==> config.mk <==
export PLATFORM = sky130hd
export DESIGN_NAME = adc_trigger_capture
export DESIGN_NICKNAME = d
export VERILOG_FILES = /design/src/rtl/oscope_pkg.sv /design/src/rtl/adc_serial_rx.sv /design/src/rtl/adc_trigger_capture.sv
export SDC_FILE = /design/constraint.sdc
export NUM_CORES = 1
export LEC_CHECK = 0
export ABC_AREA = 1
export BUFFER_PORTS_ARGS = -buffer_cell sky130_fd_sc_hd__buf_2
export CORE_ASPECT_RATIO = 0.8
export CORE_MARGIN = 5
export CORE_UTILIZATION = 23
export DETAILED_ROUTE_END_ITERATION = 8
export PLACE_DENSITY = 0.46
export SLEW_MARGIN = 20
export SYNTH_ARGS = -nofsm -noshare
export SYNTH_HDL_FRONTEND = slang
export SYNTH_HIERARCHICAL = 1
export SYNTH_SLANG_ARGS = --single-unit
export TNS_END_PERCENT = 30
==> constraint.sdc <==
create_clock -name osc_clk -period 6.19 [get_ports osc_clk]
set_input_delay 0.3095 -clock osc_clk [delete_from_list [all_inputs] [get_ports osc_clk]]
set_output_delay 0.3095 -clock osc_clk [all_outputs]
set_load 0.02 [all_outputs]
==> src/rtl/oscope_pkg.sv <==
// rtl/oscope_pkg.sv - shared types and defaults for the oscilloscope datapath
package oscope_pkg;

  typedef enum logic [1:0] {
    AUTO = 2'd0,
    RISE = 2'd1,
    FALL = 2'd2
  } trig_mode_t;

  typedef enum logic [1:0] {
    IDLE    = 2'd0,
    ARMED   = 2'd1,
    CAPTURE = 2'd2
  } cap_state_t;

  localparam int DEF_DATA_W     = 8;
  localparam int DEF_FRAME_BITS = 16;

  // Encoding 3 is reserved and behaves like auto.
  function automatic trig_mode_t decode_mode(input logic [1:0] m);
    case (m)
      2'd1:    return RISE;
      2'd2:    return FALL;
      default: return AUTO;
    endcase
  endfunction

endpackage

==> src/rtl/adc_serial_rx.sv <==
// rtl/adc_serial_rx.sv - ADC clock/strobe generation, frame deserialiser and sample extraction
module adc_serial_rx
  import oscope_pkg::*;
#(
  parameter int CLK_DIV_LOG2 = 6,
  parameter int FRAME_BITS   = DEF_FRAME_BITS,
  parameter int MSB_PAD      = 2,
  parameter int DATA_W       = DEF_DATA_W,
  parameter int CONV_CYCLES  = 3
) (
  input  logic              osc_clk,
  input  logic              reset,
  input  logic              adc_data,
  output logic              adc_clk,
  output logic              adc_conv,
  output logic [DATA_W-1:0] sample,
  output logic              sample_vld
);

  localparam int SEQ_LEN = CONV_CYCLES + FRAME_BITS;
  localparam int SEQ_W   = $clog2(SEQ_LEN);
  localparam logic [CLK_DIV_LOG2:0] TICK_VAL = (CLK_DIV_LOG2 + 1)'((1 << CLK_DIV_LOG2) - 1);
  localparam logic [SEQ_W-1:0] SEQ_LAST = SEQ_W'(SEQ_LEN - 1);
  localparam logic [SEQ_W-1:0] CONV_CNT = SEQ_W'(CONV_CYCLES);

  logic [CLK_DIV_LOG2:0] div_cnt;
  logic [SEQ_W-1:0]      seq_cnt;
  logic [SEQ_W-1:0]      seq_nxt;
  logic [FRAME_BITS-1:0] shift_q;
  logic                  last_bit_q;
  logic                  tick;

  // tick is the cycle whose edge takes adc_clk from 0 to 1
  assign adc_clk = div_cnt[CLK_DIV_LOG2];
  assign tick    = (div_cnt == TICK_VAL);
  assign seq_nxt = (seq_cnt == SEQ_LAST) ? '0 : seq_cnt + 1'b1;

  // Free-running divider, independent of the trigger logic
  always_ff @(posedge osc_clk or posedge reset) begin
    if (reset) begin
      div_cnt <= '0;
    end else begin
      div_cnt <= div_cnt + 1'b1;
    end
  end

  // Frame sequencer: conv strobe for the first counts, then shift one data bit per tick
  always_ff @(posedge osc_clk or posedge reset) begin
    if (reset) begin
      seq_cnt    <= '0;
      adc_conv   <= 1'b1;
      shift_q    <= '0;
      last_bit_q <= 1'b0;
    end else begin
      last_bit_q <= 1'b0;
      if (tick) begin
        seq_cnt    <= seq_nxt;
        adc_conv   <= (seq_nxt < CONV_CNT);
        last_bit_q <= (seq_cnt == SEQ_LAST);
        if (seq_cnt >= CONV_CNT) begin
          shift_q <= {shift_q[FRAME_BITS-2:0], adc_data};
        end
      end
    end
  end

  // Extract the sample field one cycle after the last bit lands
  always_ff @(posedge osc_clk or posedge reset) begin
    if (reset) begin
      sample     <= '0;
      sample_vld <= 1'b0;
    end else begin
      sample_vld <= last_bit_q;
      if (last_bit_q) begin
        sample <= shift_q[FRAME_BITS-1-MSB_PAD -: DATA_W];
      end
    end
  end

endmodule

==> src/rtl/adc_trigger_capture.sv <==
// rtl/adc_trigger_capture.sv - serial ADC front end with threshold trigger and fixed-length capture
module adc_trigger_capture
  import oscope_pkg::*;
#(
  parameter int CLK_DIV_LOG2 = 6,
  parameter int FRAME_BITS   = DEF_FRAME_BITS,
  parameter int MSB_PAD      = 2,
  parameter int DATA_W       = DEF_DATA_W,
  parameter int CONV_CYCLES  = 3,
  parameter int LEN_W        = 16
) (
  input  logic              osc_clk,
  input  logic              reset,
  input  logic              adc_data,
  output logic              adc_clk,
  output logic              adc_conv,
  input  logic              start,
  input  logic              abort,
  input  logic [1:0]        trig_mode,
  input  logic              continuous,
  input  logic [DATA_W-1:0] trig_level,
  input  logic [LEN_W-1:0]  capture_len,
  input  logic              sink_full,
  output logic              wr_en,
  output logic [DATA_W-1:0] wr_data,
  output logic              armed,
  output logic              busy,
  output logic              done,
  output logic              overrun
);

  logic [DATA_W-1:0] sample;
  logic              sample_vld;

  cap_state_t        state, state_nxt;
  trig_mode_t        mode_q;
  logic [DATA_W-1:0] level_q;
  logic [LEN_W-1:0]  len_q;
  logic              cont_q;
  logic [DATA_W-1:0] prev_q;
  logic              prev_vld;
  logic [LEN_W-1:0]  cnt_q;
  logic              trig_hit;
  logic              accept;
  logic              last;
  logic              arm_now;

  adc_serial_rx #(
    .CLK_DIV_LOG2(CLK_DIV_LOG2),
    .FRAME_BITS  (FRAME_BITS),
    .MSB_PAD     (MSB_PAD),
    .DATA_W      (DATA_W),
    .CONV_CYCLES (CONV_CYCLES)
  ) u_rx (
    .osc_clk   (osc_clk),
    .reset     (reset),
    .adc_data  (adc_data),
    .adc_clk   (adc_clk),
    .adc_conv  (adc_conv),
    .sample    (sample),
    .sample_vld(sample_vld)
  );

  assign arm_now = (state == IDLE) && start && !abort;
  assign armed   = (state == ARMED);
  assign busy    = (state != IDLE);

  // Trigger decision, sample acceptance and next state; abort overrides everything
  always_comb begin
    trig_hit  = 1'b1;
    accept    = 1'b0;
    last      = 1'b0;
    state_nxt = state;
    case (mode_q)
      RISE:    trig_hit = prev_vld && (prev_q < level_q) && (sample >= level_q);
      FALL:    trig_hit = prev_vld && (prev_q > level_q) && (sample <= level_q);
      default: trig_hit = 1'b1;
    endcase
    accept = !abort && sample_vld &&
             ((state == CAPTURE) || ((state == ARMED) && trig_hit));
    last   = accept && ((cnt_q + 1'b1) == len_q);
    if (abort) begin
      state_nxt = IDLE;
    end else begin
      case (state)
        IDLE:          if (start) state_nxt = ARMED;
        ARMED, CAPTURE: begin
          if (last)        state_nxt = cont_q ? ARMED : IDLE;
          else if (accept) state_nxt = CAPTURE;
        end
        default:       state_nxt = IDLE;
      endcase
    end
  end

  // Capture settings are frozen when a capture is armed
  always_ff @(posedge osc_clk or posedge reset) begin
    if (reset) begin
      mode_q  <= AUTO;
      level_q <= '0;
      len_q   <= LEN_W'(1);
      cont_q  <= 1'b0;
    end else if (arm_now) begin
      mode_q  <= decode_mode(trig_mode);
      level_q <= trig_level;
      len_q   <= (capture_len == '0) ? LEN_W'(1) : capture_len;
      cont_q  <= continuous;
    end
  end

  // State, sample counter, previous-sample tracker and registered sink outputs
  always_ff @(posedge osc_clk or posedge reset) begin
    if (reset) begin
      state    <= IDLE;
      cnt_q    <= '0;
      prev_q   <= '0;
      prev_vld <= 1'b0;
      wr_en    <= 1'b0;
      wr_data  <= '0;
      done     <= 1'b0;
      overrun  <= 1'b0;
    end else begin
      state <= state_nxt;
      wr_en <= accept && !sink_full;
      done  <= last;
      if (accept && !sink_full) wr_data <= sample;
      if (state_nxt != CAPTURE) cnt_q <= '0;
      else if (accept)          cnt_q <= cnt_q + 1'b1;
      if (arm_now)                  overrun <= 1'b0;
      else if (accept && sink_full) overrun <= 1'b1;
      if (arm_now) begin
        prev_vld <= 1'b0;
      end else if (sample_vld) begin
        prev_q   <= sample;
        prev_vld <= 1'b1;
      end
    end
  end

endmodule

* Yosys cells after proc, flatten, opt, wreduce, memory -nomap -nowiden
Cells that the tools add are included.
** Word-level totals
- Register bits :: 102
- Output and inout port bits :: 15
- Logic and storage cells :: 80
- Bits of input ports :: 33
** Cells by class
- Add/subtract/negate cells :: 3
- Muxes and demuxes :: 17
- Magnitude comparators :: 6
- Bitwise gates (word level) :: 1
- Equal/unequal tests :: 10
- Reduce and logical (&&, ||, !) cells :: 24
** Operators with widths (count)
- $mux W16 :: 3
- $add A16 B1 Y16 const B :: 1
- $eq A16 B16 Y1 :: 1
- $logic_not A16 Y1 :: 1
- $logic_and A1 B1 Y1 :: 12
- $ge A8 B8 Y1 :: 1
- $gt A8 B8 Y1 :: 1
- $le A8 B8 Y1 :: 1
- $lt A8 B8 Y1 :: 1
- $mux W2 :: 4
- $pmux W2 S2 :: 2
- $reduce_bool A2 Y1 :: 4
- $add A7 B1 Y7 const B :: 1
- $eq A7 B6 Y1 const B :: 1
- $eq A2 B1 Y1 const B :: 3
- $eq A2 B2 Y1 const B :: 3
- $mux W1 :: 6
- $add A5 B1 Y5 const B :: 1
- $eq A5 B5 Y1 const B :: 1
- $ge A5 B2 Y1 const B :: 1
- $lt A5 B2 Y1 const B :: 1
- $mux W5 :: 1
- $reduce_and A2 Y1 :: 2
- $logic_not A1 Y1 :: 2
- other kinds (6) :: 6

* Logic depth before layout (Yosys ltp)
- Depth after elaboration :: 13
- Gate-level depth with buffers :: 21
- Gate-level depth less buffers :: 20

* Modules after synthesis
The synthesis kept the hierarchy.
** Modules (own cells, without submodules)
- adc_trigger_capture :: cells an instance 526, area an instance 3918.8 um2, seq. area each 1627.8 um2, instances 1
- adc_serial_rx :: cells an instance 155, area an instance 1606.5 um2, seq. area each 927.1 um2, instances 1

* Worst setup path after synthesis
No wires, ideal clock.
- Kind :: register to register
- From :: register prev_q[7]
- To :: register wr_data[1]
- Data required time :: 6065 ps
- Buffers on the path :: 0
- Setup slack :: 3895 ps
- Period minus slack after synthesis :: 2295 ps
- Setup time :: 125 ps
- Cell stages (with the launch flop) :: 15
- Arrival time :: 2171 ps
- Path through :: dfrtp_1 ha_1 nand2_1 nor2_1 nand2_1 nor2_1 nor2_1 nor2_1 nand2_1 nand3_1 nand2_1 nand2_1 nand2_2 nor2_2 mux2_2
** Between the ends
- Word-level cells in the longest chain between the ends :: 8
- Elaborated cells between the ends (all ways) :: 11
- Those cells by class :: 2 x order compare; 1 x mux; 8 x reduce/logical
** Ends and longest elaborated chain
- start, declared :: RTL line adc_trigger_capture.sv:40 : logic [DATA_W-1:0] prev_q;
- start signal, assigned :: RTL line adc_trigger_capture.sv:134 : prev_q <= sample;
- $gt A8 B8 Y1 / $lt A8 B8 Y1 (equally long branches) :: RTL line adc_trigger_capture.sv:76, adc_trigger_capture.sv:75
- $logic_and A1 B1 Y1 (on tied branches) (2 in series) :: RTL line adc_trigger_capture.sv:76, adc_trigger_capture.sv:75
- $pmux W1 S2 * :: RTL line adc_trigger_capture.sv:74 : case (mode_q)
- $logic_and A1 B1 Y1 * :: RTL line adc_trigger_capture.sv:80 : ((state == CAPTURE) || ((state == ARMED) && trig_hit));
- $logic_or A1 B1 Y1 * :: RTL line adc_trigger_capture.sv:80
- $logic_and A1 B1 Y1 * :: RTL line adc_trigger_capture.sv:79 : accept = !abort && sample_vld &&
- $logic_and A1 B1 Y1 * :: RTL line adc_trigger_capture.sv:126 : if (accept && !sink_full) wr_data <= sample;
- end signal, assigned :: RTL line adc_trigger_capture.sv:126
- end, declared :: RTL line adc_trigger_capture.sv:25 : output logic [DATA_W-1:0] wr_data,
Mark *: on every way between the ends. The rest lies on a longest branch, timed or not.
A chain may end at the register's enable or synchronous reset.

* Worst setup path after layout
- From :: register u_rx.sample[5]
- To :: register wr_data[3]
** Between the ends
- Word-level cells in the longest chain between the ends :: 7
- Elaborated cells between the ends (all ways) :: 9
- Those cells by class :: 2 x order compare; 1 x mux; 6 x reduce/logical
** Ends and longest elaborated chain
- start, declared :: RTL line adc_serial_rx.sv:16 : output logic [DATA_W-1:0] sample,
- start signal, assigned :: RTL line adc_serial_rx.sv:75 : sample <= shift_q[FRAME_BITS-1-MSB_PAD -: DATA_W];
- $le A8 B8 Y1 / $ge A8 B8 Y1 (equally long branches) :: RTL line adc_trigger_capture.sv:76, adc_trigger_capture.sv:75
- $logic_and A1 B1 Y1 (on tied branches) :: RTL line adc_trigger_capture.sv:76, adc_trigger_capture.sv:75
- $pmux W1 S2 * :: RTL line adc_trigger_capture.sv:74
- $logic_and A1 B1 Y1 * :: RTL line adc_trigger_capture.sv:80
- $logic_or A1 B1 Y1 * :: RTL line adc_trigger_capture.sv:80
- $logic_and A1 B1 Y1 * :: RTL line adc_trigger_capture.sv:79
- $logic_and A1 B1 Y1 * :: RTL line adc_trigger_capture.sv:126
Marks and branches as above.

==> run_summary.xml <==
<?xml version="1.0" encoding="UTF-8"?>
<metrics>
  <group name="clock_network">
    <metric name="cts_hold_buffers" unit="">0</metric>
    <metric name="clk_pin_slew" unit="ns">0.07</metric>
    <metric name="setup_bufs_post_cts" unit="">0</metric>
    <metric name="root_buffer" unit="">sky130_fd_sc_hd__clkbuf_16</metric>
    <metric name="cts.sink_count" unit="">102</metric>
    <metric name="post_cts_resize_count" unit="">0</metric>
    <metric name="worst_skew_pair.late_latency" unit="ns">0.35</metric>
    <metric name="cts_buffer_depth" unit="">2</metric>
    <metric name="cts_buffers" unit="">9</metric>
    <metric name="cts-htree-levels" unit="">3</metric>
    <metric name="tritoncts" unit="">yes</metric>
  </group>
  <group name="timing">
    <metric name="setup-violations-final" unit="">0</metric>
    <metric name="finalHoldWorstSlack" unit="ns">0.0946</metric>
    <metric name="slew-limit-headroom" unit="%">42.5</metric>
    <metric name="sum_neg_setup_slack" unit="ns">0</metric>
    <metric name="achievable-frequency" unit="MHz">345</metric>
    <metric name="rsz_0062_raised_after_global_routing" unit="">no</metric>
    <metric name="final_max_slew_viol_count" unit="">0</metric>
    <metric name="layout_min_cycle_time" unit="ns">2.90</metric>
    <metric name="tightestPinTransition" unit="ns">0.862</metric>
    <metric name="final.setup_skew" unit="ns">0.00794</metric>
    <metric name="finalHoldViolations" unit="">0</metric>
    <metric name="final_min_period_over_clock_period" unit="%">46.9</metric>
    <metric name="timing.final.ws_setup" unit="ns">3.29</metric>
  </group>
  <group name="critical_path">
    <metric name="path_max_fanout" unit="">27</metric>
    <metric name="slowest_delay" unit="ns">0.54</metric>
    <metric name="critPathKind" unit="">register to register</metric>
    <metric name="crit_path_cell_trace" unit="">ha_1 &gt; a21oi_1 &gt; nor2_1 &gt; nor2_1 &gt; nand2_1 &gt; nand2_1 &gt; nand2_1 &gt; nand3_1 &gt; nand2_1 &gt; nand2_1 &gt; nand2_2 &gt; nor2_2 &gt; mux2_2</metric>
    <metric name="crit_slowest_cell" unit="">sky130_fd_sc_hd__nor2_2</metric>
    <metric name="timing.rr.end" unit="">wr_data[3]</metric>
    <metric name="required" unit="ns">6.43</metric>
    <metric name="setup.worst_path.end_class" unit="">register</metric>
    <metric name="timing.critical_path.max_delay_family" unit="">simple AND/OR/NAND/NOR gates</metric>
    <metric name="setup.worst_path.start_class" unit="">register</metric>
    <metric name="cp.arrival" unit="ns">3.14</metric>
    <metric name="critical_path.reg2reg.startpoint" unit="">u_rx/sample[5]</metric>
    <metric name="worst-r2r-cell-count" unit="">13</metric>
    <metric name="worst-r2r-setup-slack" unit="ns">3.29</metric>
    <metric name="cpMostUsedCell" unit="">sky130_fd_sc_hd__nand2_1</metric>
    <metric name="critPathBufInv" unit="">0</metric>
  </group>
  <group name="finish">
    <metric name="utilization_after_layout" unit="%">27.3</metric>
    <metric name="layout.cells.most_common_list" unit="">sky130_fd_sc_hd__nand2_1, sky130_fd_sc_hd__dfrtp_1, sky130_fd_sc_hd__inv_1</metric>
    <metric name="layout.cell_area.non_filler" unit="sq um">6410</metric>
    <metric name="area_growth_syn_to_layout" unit="%">16.0</metric>
    <metric name="finalNetCount" unit="">790</metric>
    <metric name="layout_cells_excl_fill" unit="">1048</metric>
    <metric name="layout.cells.most_common" unit="">sky130_fd_sc_hd__nand2_1</metric>
    <metric name="drive_above_1_share" unit="%">15.9</metric>
    <metric name="nFillCells" unit="">2612</metric>
    <metric name="antenna_cells_inserted" unit="">0</metric>
  </group>
  <group name="detailed_routing">
    <metric name="drt_first_iter_violations" unit="">203</metric>
    <metric name="routed_wl" unit="um">13100</metric>
    <metric name="vias" unit="">4320</metric>
    <metric name="wire_per_inst" unit="um">12.5</metric>
    <metric name="drcViolationCount" unit="">0</metric>
    <metric name="vias_per_cell" unit="">4.12</metric>
    <metric name="route.antenna.remaining_nets" unit="">0</metric>
    <metric name="detail_route.first_pass.iterations" unit="">4</metric>
  </group>
  <group name="floorplanning">
    <metric name="initial_cell_density_of_the_core" unit="%">23.5</metric>
    <metric name="fp.dieH" unit="um">149</metric>
    <metric name="placeable_area" unit="sq um">23500</metric>
    <metric name="floorplan.die_area" unit="sq um">27200</metric>
    <metric name="chipWidth" unit="um">183</metric>
    <metric name="ioPinCount" unit="">48</metric>
    <metric name="placement_rows" unit="">50</metric>
  </group>
  <group name="global_routing">
    <metric name="grt_antenna_before_repair" unit="">0</metric>
    <metric name="grtUsageTotal" unit="%">9.96</metric>
    <metric name="grt_util_met1" unit="%">15.1</metric>
    <metric name="met3_capacity_usage_during_global_routing" unit="%">2.64</metric>
    <metric name="first_global_vias" unit="">4171</metric>
    <metric name="grt_first_pass_wirelength" unit="um">21700</metric>
    <metric name="busiest_layer" unit="">met1</metric>
    <metric name="maximum_number_of_pins_on_one_net_before_global_route_repair" unit="">66</metric>
    <metric name="globalRoute.totalOverflow" unit="">0</metric>
    <metric name="grt_use_met2" unit="%">13.8</metric>
  </group>
  <group name="logic_synthesis">
    <metric name="synthesis.nets" unit="">740</metric>
    <metric name="yosys-top-cells-area" unit="">sky130_fd_sc_hd__dfrtp_1, sky130_fd_sc_hd__nand2_1, sky130_fd_sc_hd__inv_1</metric>
    <metric name="synth_area" unit="sq um">5530</metric>
    <metric name="yosys.area.top_type" unit="">sky130_fd_sc_hd__dfrtp_1</metric>
    <metric name="yosys_warnings" unit="">6</metric>
    <metric name="synth_seq_area_share" unit="%">46.2</metric>
    <metric name="yosysTopAreaCellShare" unit="%">45.3</metric>
    <metric name="syn-instance-count" unit="">681</metric>
    <metric name="synth-seq-cells" unit="">102</metric>
    <metric name="ys_types" unit="">38</metric>
    <metric name="avgSynthCellArea" unit="sq um">8.11</metric>
  </group>
  <group name="placement">
    <metric name="place.port_buffers" unit="">47</metric>
    <metric name="placed_cells_incl_taps" unit="">1032</metric>
    <metric name="detailed_place.area" unit="sq um">6110</metric>
    <metric name="detailed_place_hpwl" unit="um">9900</metric>
    <metric name="pre_cts_ws" unit="ns">3.27</metric>
    <metric name="gp_congestion" unit="">0.844</metric>
  </group>
  <group name="run">
    <metric name="timing.max_cap.violations" unit="">0</metric>
  </group>
  <group name="power">
    <metric name="power_density" unit="nW/um^2">230</metric>
    <metric name="total_design_power" unit="mW">1.47</metric>
    <metric name="power.ir.vdd_worst" unit="mV">0.115</metric>
    <metric name="power_leakage" unit="nW">3.07</metric>
  </group>
  <group name="hold_path">
    <metric name="worstHoldPathType" unit="">primary input to async pin</metric>
  </group>
  <group name="run_status">
    <metric name="run_status" unit="">complete, no violations</metric>
  </group>
</metrics>
-- worst max-delay path by stage --
stage	startpoint	slack [ns]	endpoint	depth (start not counted)
3_3_place_gp	u_rx/sample[7]	3.32	wr_data[5]	12
4_1_cts	u_rx/sample[5]	3.26	wr_data[6]	13
6_report	u_rx/sample[5]	3.29	wr_data[3]	13
5_1_grt	level_q[7]	2.96	wr_data[5]	15
2_1_floorplan	prev_q[7]	3.89	wr_data[1]	14
3_5_place_dp	u_rx/sample[5]	3.27	wr_data[6]	13
-- synth_stat cells --
cell,n
sky130_fd_sc_hd__nand2_2,4
sky130_fd_sc_hd__a21o_1,1
sky130_fd_sc_hd__buf_6,1
sky130_fd_sc_hd__nor2_8,1
sky130_fd_sc_hd__clkbuf_8,1
sky130_fd_sc_hd__inv_1,97
sky130_fd_sc_hd__nor3b_1,1
sky130_fd_sc_hd__ha_1,26
sky130_fd_sc_hd__or2_2,1
sky130_fd_sc_hd__o21a_1,2
sky130_fd_sc_hd__o21ai_2,9
sky130_fd_sc_hd__a21oi_1,13
sky130_fd_sc_hd__a21boi_2,1
sky130_fd_sc_hd__a22oi_1,1
sky130_fd_sc_hd__nand3_1,46
sky130_fd_sc_hd__a21boi_0,1
sky130_fd_sc_hd__buf_8,1
sky130_fd_sc_hd__nand3_4,2
sky130_fd_sc_hd__xnor2_1,2
sky130_fd_sc_hd__nor2_1,64
sky130_fd_sc_hd__nand3b_1,5
sky130_fd_sc_hd__dfrtp_1,100
sky130_fd_sc_hd__and2_1,1
sky130_fd_sc_hd__clkbuf_1,8
sky130_fd_sc_hd__nor3_1,3
sky130_fd_sc_hd__nor4_1,5
sky130_fd_sc_hd__nor2_2,7
sky130_fd_sc_hd__nor2_4,1
sky130_fd_sc_hd__a21oi_2,6
sky130_fd_sc_hd__dfstp_2,2
sky130_fd_sc_hd__nand2_4,1
sky130_fd_sc_hd__xor2_1,3
sky130_fd_sc_hd__o21bai_1,4
sky130_fd_sc_hd__nand2_1,195
sky130_fd_sc_hd__mux2_2,16
sky130_fd_sc_hd__nand4_1,9
sky130_fd_sc_hd__o21ai_0,39
sky130_fd_sc_hd__o31ai_1,1
-- power by group --
group | total, mW | switching, mW | leakage [nW] | internal [mW]
registers | 0.718 | 0.0184 | 1.36 | 0.699
logic | 0.164 | 0.106 | 1.56 | 0.0580
clock network | 0.590 | 0.254 | 0.146 | 0.336
-- layer usage --
layer | share of wire [%] | wire length [um]
met5 | 0 | 0
met1 | 54 | 7120
met3 | 4.2 | 544
met4 | 1.1 | 145
met2 | 40 | 5290
-- sequential cells by signal, indices dropped and copies added, names as in the netlist --
register / flops
len_q: 16
cnt_q: 16
u_rx/adc_conv: 1
done: 1
u_rx/div_cnt: 7
u_rx/shift_q: 14
overrun: 1
u_rx/sample: 8
u_rx/seq_cnt: 5
cont_q: 1
mode_q: 2
prev_q: 8
wr_en: 1
u_rx/sample_vld: 1
prev_vld: 1
u_rx/last_bit_q: 1
level_q: 8
wr_data: 8
state: 2
-- final cells by class --
type	count	area, sq um	area share, %
Sequential cell	102	2550	39.9
Clock inverter	3	42.5	0.664
Timing Repair Buffer	50	258	4.02
Clock buffer	13	260	4.06
Multi-Input combinational cell	471	2540	39.6
Tap cell	312	390	6.09
Inverter	97	364	5.68
-- cell families after synthesis --
kind of cell | count (synthesis) | synth area share (%)
XOR/XNOR | 5 | 0.793
AND/OR/NAND/NOR | 346 | 27.3
AO/OA/AOI/OAI | 78 | 8.65
buffers and inverters | 108 | 7.86
multiplexers | 16 | 3.26
flip-flops | 102 | 46.2
adder cells (fa/ha/maj) | 26 | 5.89
-- worst register-to-register path: stages (launching register included) --
cell and delay (ns):
sky130_fd_sc_hd__dfrtp_1 0.41, sky130_fd_sc_hd__ha_1 0.32, sky130_fd_sc_hd__a21oi_1 0.18, sky130_fd_sc_hd__nor2_1 0.05
sky130_fd_sc_hd__nor2_1 0.16, sky130_fd_sc_hd__nand2_1 0.08, sky130_fd_sc_hd__nand2_1 0.06, sky130_fd_sc_hd__nand2_1 0.05
sky130_fd_sc_hd__nand3_1 0.07, sky130_fd_sc_hd__nand2_1 0.07, sky130_fd_sc_hd__nand2_1 0.10, sky130_fd_sc_hd__nand2_2 0.29
sky130_fd_sc_hd__nor2_2 0.54, sky130_fd_sc_hd__mux2_2 0.40
Note: power is estimated with default switching activity, not from simulation.
